File: src/rtl/cmac_axis_rate_monitor_pkg.sv
// Shared constants, per-channel snapshot record and saturating adder for the CMAC AXIS rate monitor.
package cmac_mon_pkg;

    localparam int unsigned DEF_WINDOW = 32'd322_266_000;
    localparam int          KEEP_W     = 64;
    localparam int          BYTE_CNT_W = 64;
    localparam int          EVT_CNT_W  = 32;
    localparam int          SAT_W      = 64;

    typedef logic [SAT_W-1:0] sat_t;

    typedef struct packed {
        logic [BYTE_CNT_W-1:0] bytes;
        logic [EVT_CNT_W-1:0]  frames;
        logic [EVT_CNT_W-1:0]  stalls;
        logic [BYTE_CNT_W-1:0] peak;
    } ch_stat_t;

    // a + b clamped to lim; operands are zero-extended counters no larger than lim
    function automatic sat_t sat_add(input sat_t a, input sat_t b, input sat_t lim);
        logic [SAT_W:0] sum;
        sat_t           res;
        sum = {1'b0, a} + {1'b0, b};
        res = (sum > {1'b0, lim}) ? lim : sum[SAT_W-1:0];
        return res;
    endfunction

endpackage

File: src/rtl/cmac_axis_rate_monitor_chan.sv
// One channel: S1 registers beat popcount/flags, S2 accumulates and snapshots on end-of-window.
// Two-cycle latency from tap to snapshot; passive tap, never applies backpressure.
module cmac_mon_chan
    import cmac_mon_pkg::*;
#(
    parameter int KW = KEEP_W
) (
    input  logic          clk_i,
    input  logic          rst_n_i,
    input  logic          clear_i,
    input  logic          eow_s1_i,
    input  logic          tvalid_i,
    input  logic          tready_i,
    input  logic          tlast_i,
    input  logic [KW-1:0] tkeep_i,
    output ch_stat_t      stat_o
);

    localparam int   PC_W     = $clog2(KW + 1);
    localparam sat_t BYTE_MAX = sat_t'({BYTE_CNT_W{1'b1}});
    localparam sat_t EVT_MAX  = sat_t'({EVT_CNT_W{1'b1}});

    logic                  accept;
    logic [PC_W-1:0]       pop_d;
    logic [PC_W-1:0]       pop_q;
    logic                  frame_q;
    logic                  stall_q;
    logic [BYTE_CNT_W-1:0] acc_bytes_q;
    logic [EVT_CNT_W-1:0]  acc_frames_q;
    logic [EVT_CNT_W-1:0]  acc_stalls_q;
    logic [BYTE_CNT_W-1:0] snap_bytes_q;
    logic [EVT_CNT_W-1:0]  snap_frames_q;
    logic [EVT_CNT_W-1:0]  snap_stalls_q;
    logic [BYTE_CNT_W-1:0] peak_q;
    sat_t                  bytes_sum;
    sat_t                  frames_sum;
    sat_t                  stalls_sum;
    logic [BYTE_CNT_W-1:0] bytes_d;
    logic [EVT_CNT_W-1:0]  frames_d;
    logic [EVT_CNT_W-1:0]  stalls_d;
    logic [BYTE_CNT_W-1:0] peak_d;

    assign accept = tvalid_i & tready_i;

    always_comb begin
        pop_d = '0;
        for (int i = 0; i < KW; i++) begin
            pop_d = pop_d + PC_W'(tkeep_i[i]);
        end
    end

    always_comb begin
        bytes_sum  = sat_add(sat_t'(acc_bytes_q), sat_t'(pop_q), BYTE_MAX);
        frames_sum = sat_add(sat_t'(acc_frames_q), sat_t'(frame_q), EVT_MAX);
        stalls_sum = sat_add(sat_t'(acc_stalls_q), sat_t'(stall_q), EVT_MAX);
        bytes_d    = bytes_sum[BYTE_CNT_W-1:0];
        frames_d   = frames_sum[EVT_CNT_W-1:0];
        stalls_d   = stalls_sum[EVT_CNT_W-1:0];
        peak_d     = (bytes_d > peak_q) ? bytes_d : peak_q;
    end

    always_ff @(posedge clk_i or negedge rst_n_i) begin
        if (!rst_n_i) begin
            pop_q         <= '0;
            frame_q       <= 1'b0;
            stall_q       <= 1'b0;
            acc_bytes_q   <= '0;
            acc_frames_q  <= '0;
            acc_stalls_q  <= '0;
            snap_bytes_q  <= '0;
            snap_frames_q <= '0;
            snap_stalls_q <= '0;
            peak_q        <= '0;
        end else if (clear_i) begin
            pop_q         <= '0;
            frame_q       <= 1'b0;
            stall_q       <= 1'b0;
            acc_bytes_q   <= '0;
            acc_frames_q  <= '0;
            acc_stalls_q  <= '0;
            snap_bytes_q  <= '0;
            snap_frames_q <= '0;
            snap_stalls_q <= '0;
            peak_q        <= '0;
        end else begin
            // tkeep only matters on accepted beats
            pop_q   <= accept ? pop_d : '0;
            frame_q <= accept & tlast_i;
            stall_q <= tvalid_i & ~tready_i;
            if (eow_s1_i) begin
                snap_bytes_q  <= bytes_d;
                snap_frames_q <= frames_d;
                snap_stalls_q <= stalls_d;
                peak_q        <= peak_d;
                acc_bytes_q   <= '0;
                acc_frames_q  <= '0;
                acc_stalls_q  <= '0;
            end else begin
                acc_bytes_q  <= bytes_d;
                acc_frames_q <= frames_d;
                acc_stalls_q <= stalls_d;
            end
        end
    end

    assign stat_o.bytes  = snap_bytes_q;
    assign stat_o.frames = snap_frames_q;
    assign stat_o.stalls = snap_stalls_q;
    assign stat_o.peak   = peak_q;

endmodule

File: src/rtl/cmac_axis_rate_monitor.sv
// Multi-channel AXIS throughput monitor: window counter, reset sync, snapshot valid/sequence.
// Snapshot appears two cycles after the last window cycle; passive tap with no backpressure.
module cmac_axis_rate_monitor #(
    parameter int          NUM_CH     = 4,
    parameter int          DATA_W     = 512,
    parameter int unsigned DEF_WINDOW = cmac_mon_pkg::DEF_WINDOW
) (
    input  logic                                      gt_clk,
    input  logic                                      sys_reset_n,
    input  logic [NUM_CH-1:0]                         mon_tvalid,
    input  logic [NUM_CH-1:0]                         mon_tready,
    input  logic [NUM_CH-1:0]                         mon_tlast,
    input  logic [NUM_CH*(DATA_W/8)-1:0]              mon_tkeep,
    input  logic [31:0]                               cfg_window_cycles,
    input  logic                                      cfg_clear,
    output logic                                      stat_valid,
    output logic [15:0]                               stat_seq,
    output logic [NUM_CH*cmac_mon_pkg::BYTE_CNT_W-1:0] stat_bytes,
    output logic [NUM_CH*cmac_mon_pkg::EVT_CNT_W-1:0]  stat_frames,
    output logic [NUM_CH*cmac_mon_pkg::EVT_CNT_W-1:0]  stat_stalls,
    output logic [NUM_CH*cmac_mon_pkg::BYTE_CNT_W-1:0] stat_peak_bytes
);

    import cmac_mon_pkg::*;

    localparam int KW = DATA_W / 8;

    logic        rst_meta_q;
    logic        rst_n_q;
    logic [31:0] win_cnt_q;
    logic [31:0] win_cnt_d;
    logic [31:0] len_q;
    logic [31:0] len_d;
    logic        eow;
    logic        eow_s1_q;
    logic        stat_valid_q;
    logic [15:0] stat_seq_q;

    always_ff @(posedge gt_clk or negedge sys_reset_n) begin
        if (!sys_reset_n) begin
            rst_meta_q <= 1'b0;
            rst_n_q    <= 1'b0;
        end else begin
            rst_meta_q <= 1'b1;
            rst_n_q    <= rst_meta_q;
        end
    end

    // Window length is only re-sampled on the first cycle of each window
    always_comb begin
        len_d = len_q;
        if (win_cnt_q == '0) begin
            len_d = (cfg_window_cycles == '0) ? DEF_WINDOW : cfg_window_cycles;
        end
        eow       = (win_cnt_q == len_d - 32'd1);
        win_cnt_d = eow ? '0 : win_cnt_q + 32'd1;
    end

    always_ff @(posedge gt_clk or negedge rst_n_q) begin
        if (!rst_n_q) begin
            win_cnt_q    <= '0;
            len_q        <= '0;
            eow_s1_q     <= 1'b0;
            stat_valid_q <= 1'b0;
            stat_seq_q   <= '0;
        end else if (cfg_clear) begin
            win_cnt_q    <= '0;
            len_q        <= '0;
            eow_s1_q     <= 1'b0;
            stat_valid_q <= 1'b0;
            stat_seq_q   <= '0;
        end else begin
            win_cnt_q    <= win_cnt_d;
            len_q        <= len_d;
            eow_s1_q     <= eow;
            stat_valid_q <= eow_s1_q;
            if (eow_s1_q) begin
                stat_seq_q <= stat_seq_q + 16'd1;
            end
        end
    end

    assign stat_valid = stat_valid_q;
    assign stat_seq   = stat_seq_q;

    ch_stat_t ch_stat [NUM_CH];

    for (genvar c = 0; c < NUM_CH; c++) begin : g_ch
        cmac_mon_chan #(
            .KW (KW)
        ) u_chan (
            .clk_i    (gt_clk),
            .rst_n_i  (rst_n_q),
            .clear_i  (cfg_clear),
            .eow_s1_i (eow_s1_q),
            .tvalid_i (mon_tvalid[c]),
            .tready_i (mon_tready[c]),
            .tlast_i  (mon_tlast[c]),
            .tkeep_i  (mon_tkeep[c*KW +: KW]),
            .stat_o   (ch_stat[c])
        );

        assign stat_bytes[c*BYTE_CNT_W +: BYTE_CNT_W]      = ch_stat[c].bytes;
        assign stat_frames[c*EVT_CNT_W +: EVT_CNT_W]       = ch_stat[c].frames;
        assign stat_stalls[c*EVT_CNT_W +: EVT_CNT_W]       = ch_stat[c].stalls;
        assign stat_peak_bytes[c*BYTE_CNT_W +: BYTE_CNT_W] = ch_stat[c].peak;
    end

endmodule
File: config.mk
export PLATFORM = sky130hd
export DESIGN_NAME = cmac_axis_rate_monitor
export DESIGN_NICKNAME = d
export VERILOG_FILES = /design/src/rtl/cmac_axis_rate_monitor_pkg.sv /design/src/rtl/cmac_axis_rate_monitor_chan.sv /design/src/rtl/cmac_axis_rate_monitor.sv
export SDC_FILE = /design/constraint.sdc
export NUM_CORES = 2
export LEC_CHECK = 0
export BUFFER_PORTS_ARGS = -buffer_cell sky130_fd_sc_hd__buf_2
export CELL_PAD_IN_SITES_DETAIL_PLACEMENT = 0
export CELL_PAD_IN_SITES_GLOBAL_PLACEMENT = 1
export CORE_AREA = 2 2 437 439
export CTS_CLUSTER_SIZE = 24
export DETAILED_ROUTE_END_ITERATION = 16
export DIE_AREA = 0 0 439 441
export PLACE_DENSITY_LB_ADDON = 0.1
export SLEW_MARGIN = 15
export SYNTH_ARGS = -nofsm -noshare
export SYNTH_HDL_FRONTEND = slang
export SYNTH_SLANG_ARGS = --single-unit
File: constraint.sdc
create_clock -name gt_clk -period 39.8 [get_ports gt_clk]
set_clock_uncertainty 0.05 [all_clocks]
set_input_delay 1.99 -clock gt_clk [delete_from_list [all_inputs] [get_ports gt_clk]]
set_output_delay 1.99 -clock gt_clk [all_outputs]
set_load 0.05 [all_outputs]
==> run summary <==
Initial antenna violation count -> 5
# setup viols final -> 0
DR vias/cell -> 5.24
Post-synthesis compound-gate area fraction -> 0.129
Final Hold Viols -> 0
Worst path bufs/invs -> 3
Cell with the most instances on the worst path -> a21o_1
I/O pin count -> 1088
Library cells used by synthesis -> 80
LEAKAGE -> 0.0466 uW
Period minus WS final -> 7.83 ns
DRT Wirelength -> 251000 um
Synth Area in Adders -> 0.117
Post-synth EDFFs -> 0
Antenna Nets Post-Route -> 0
Die H -> 441 um
Maximum fanout along the worst path -> 38
Post-route DRC violation count -> 0
Post-CTS Resized -> 0
Hold buffers post-CTS -> 0
Setup Crit Path Kind -> reg2reg
Design area -> 90400 um2
Clk slew on worst S/H paths -> 0.06 ns
Clk root buf -> clkbuf_16
Initial Util -> 0.406
Utilization after layout -> 0.478
Iter 0 DRT Violations -> 3822
Ratio of cells with drive above 1 in the final layout -> 0.162
IO buf count -> 1087
Number of global-route vias before repair -> 60988
Critical R2R Launch -> g_ch[2].u_chan.pop_q[0]
CTS Buf Count -> 166
Synth warnings -> 0
Max-slew violations -> 0
GPL Wtd Cong -> 0.872
GRT Overall Usage -> 0.256
Period Utilization, post-route -> 0.197
Max Root-Sink Buffers -> 3
Slew HR -> 0.192
Flops & latches, synth -> 1400
Worst path max stage delay -> 0.92 ns
Worst Max-Slew Pin Slew -> 1.21 ns
Worst IR drop on VDD -> 0.122 mV
Post-CTS Setup Bufs -> 0
Placed instance area -> 84700 um2
Chip Width -> 439 um
Largest family of logic cells by synthesized area -> simple AND/OR/NAND/NOR gates
Net count, final -> 9948
Largest net degree at the start of global routing -> 174
Fmax -> 128 MHz
CTS tree -> yes
Insertion delay to the later sink of the worst-skew pair -> 0.84 ns
Crit path launch type -> register
Synthesized net count -> 9018
Cell area power density -> 55.0 nW/um2
Place WS -> 31.71 ns
Critical path origin -> g_ch[2].u_chan.pop_q[0]
Syn_area_per_cell -> 9.46 um2
Mapped Area -> 76900 um2
Top FF cell, synth -> dfrtp_1
Area grow syn2layout -> 17.6%
CTS H-tree depth -> 4
CP top delay family -> compound AO/OA/AOI/OAI gates
Core area -> 189000 um2
Simple-gate area share of the yosys netlist -> 0.166
Mean routed wirelength per cell -> 21.5 um
DRT Pass-1 Iters -> 7
XOR/XNOR share of the synthesized area -> 0.0566
HPWL Detailed -> 186000 um
Die area -> 194000 um2
Seq/Total Area, Yosys -> 0.456
Max cap viols -> 0
Post-synth ARST share -> 1.00
Mapped Cells -> 8127
Critical Path RT -> 40.45 ns
Unrepaired setup endpoints after global routing -> no
Setup TNS Final -> 0 ns
First-pass GRT wire length -> 380000 um
# rows -> 160
Routed via count -> 61309
Crit end category -> register
Filler cells -> 18271
Outcome -> completed
Data arrival, critical path -> 8.48 ns
Critical-path top delay cell -> a221oi_1
Number of clock sinks -> 1400
Worst setup margin -> 31.97 ns
HP Class -> reg2async
Post-synthesis mux area share -> 0.0129
Total gr overflow -> 0
## cells in the mapped netlist, types with 136 or more instances
cell | n | share of area
nor2_1 | 1472 | 0.072
dfrtp_1 | 1400 | 0.46
inv_1 | 879 | 0.043
a211oi_1 | 543 | 0.053
a21oi_1 | 383 | 0.025
clkbuf_1 | 375 | 0.018
ha_1 | 368 | 0.060
nand2_1 | 316 | 0.015
xnor2_1 | 299 | 0.034
nand3_1 | 243 | 0.016
a21o_1 | 233 | 0.023
fa_1 | 220 | 0.057
xor2_1 | 195 | 0.022
nand4_1 | 150 | 0.012
and3_1 | 136 | 0.011
## where the power goes
| part | switching (uW) | internal [uW] | total, uW |
|---|---|---|---|
| registers | 9.36 | 1440 | 1450 |
| logic | 1040 | 898 | 1930 |
| clock network | 647 | 934 | 1580 |
| total | 1690 | 3280 | 4970 |
## routing by layer
metal | GRT usage | vias up | part of all wire | wire length [um]
li1 | - | 29221 | - | -
met1 | 0.319 | 30287 | 0.41 | 103000
met2 | 0.426 | 1386 | 0.48 | 122000
met3 | 0.0423 | 411 | 0.045 | 11300
met4 | 0.133 | 4 | 0.059 | 14700
met5 | 0 | - | 0.00011 | 28
## sequential cells by signal, summed over array words and instances, names as in the netlist
signal,cells
g_ch.u_chan.acc_bytes_q,256
g_ch.u_chan.peak_q,256
g_ch.u_chan.snap_bytes_q,256
g_ch.u_chan.acc_frames_q,128
g_ch.u_chan.acc_stalls_q,128
g_ch.u_chan.snap_frames_q,128
g_ch.u_chan.snap_stalls_q,128
len_q,32
win_cnt_q,32
g_ch.u_chan.pop_q,28
stat_seq,16
g_ch.u_chan.frame_q,4
g_ch.u_chan.stall_q,4
eow_s1_q,1
rst_meta_q,1
rst_n_q,1
stat_valid,1
## final timing paths
check                                                   endpoint  slack, ns  depth (start not counted)
worst max-delay path                    g_ch[2].u_chan.peak_q[7]      31.97                         27
worst max register to register          g_ch[2].u_chan.peak_q[7]      31.97                         27
min in group gt_clk                                      rst_n_q       0.30                          0
worst min-delay path            g_ch[3].u_chan.snap_stalls_q[31]       0.30                          0
worst min register to register  g_ch[3].u_chan.snap_stalls_q[31]       0.30                          0
max in group asynchronous              g_ch[0].u_chan.peak_q[34]      34.82                          5
## cell families after synthesis
| family | count (synthesis) |
|---|---|
| and+or+nand+nor | 2791 |
| AOI/OAI and AO/OA | 1469 |
| DFF | 1400 |
| buffers and inverters | 1285 |
| adders and majority gates | 588 |
| xor gates and xnor gates | 495 |
| muxes | 98 |
| other | 1 |
## stage by stage
step / total power [uW] / hold WS (ns) / std cells
3_5_place_dp: 3450 / 0.293 / 11400
2_1_floorplan: 3010 / 0.281 / 8127
4_1_cts: 5060 / 0.306 / 11697
3_3_place_gp: 3430 / 0.286 / 11400
6_report: 4970 / 0.297 / 11700
5_1_grt: 5380 / 0.314 / 11699
## area by class of cell
type                    count  area [um2]  share of cell area
inverters                 879        3300              0.0365
clock inverters            56         736             0.00814
flip-flops and latches   1400       35000               0.388
repair buffers           1168        6130              0.0679
multi-input cells        5442       37100               0.410
diodes                      3        7.51           0.0000831
well taps                2511        3140              0.0348
clock buffers             241        4930              0.0545
## cells in the final DEF, fill, tap and decap left out, types with 17 or more instances in the layout
| cell type | n |
|---|---|
| a211oi_1 | 543 |
| a21o_1 | 233 |
| a21oi_1 | 382 |
| a311oi_1 | 26 |
| a31oi_1 | 19 |
| and2_1 | 117 |
| and3_1 | 136 |
| and4_1 | 38 |
| buf_2 | 1086 |
| buf_4 | 75 |
| clkbuf_1 | 28 |
| clkbuf_16 | 168 |
| clkbuf_8 | 45 |
| clkinv_2 | 27 |
| dfrtp_1 | 1398 |
| fa_1 | 220 |
| ha_1 | 368 |
| inv_1 | 878 |
| mux2i_1 | 89 |
| nand2_1 | 314 |
| nand2b_1 | 26 |
| nand3_1 | 243 |
| nand4_1 | 150 |
| nor2_1 | 1468 |
| nor2b_1 | 52 |
| nor3_1 | 102 |
| nor4_1 | 46 |
| o211ai_1 | 27 |
| o21a_1 | 23 |
| o21ai_0 | 117 |
| o31ai_1 | 17 |
| or3_1 | 31 |
| xnor2_1 | 299 |
| xor2_1 | 195 |
Power figures use the tool's default switching activity.
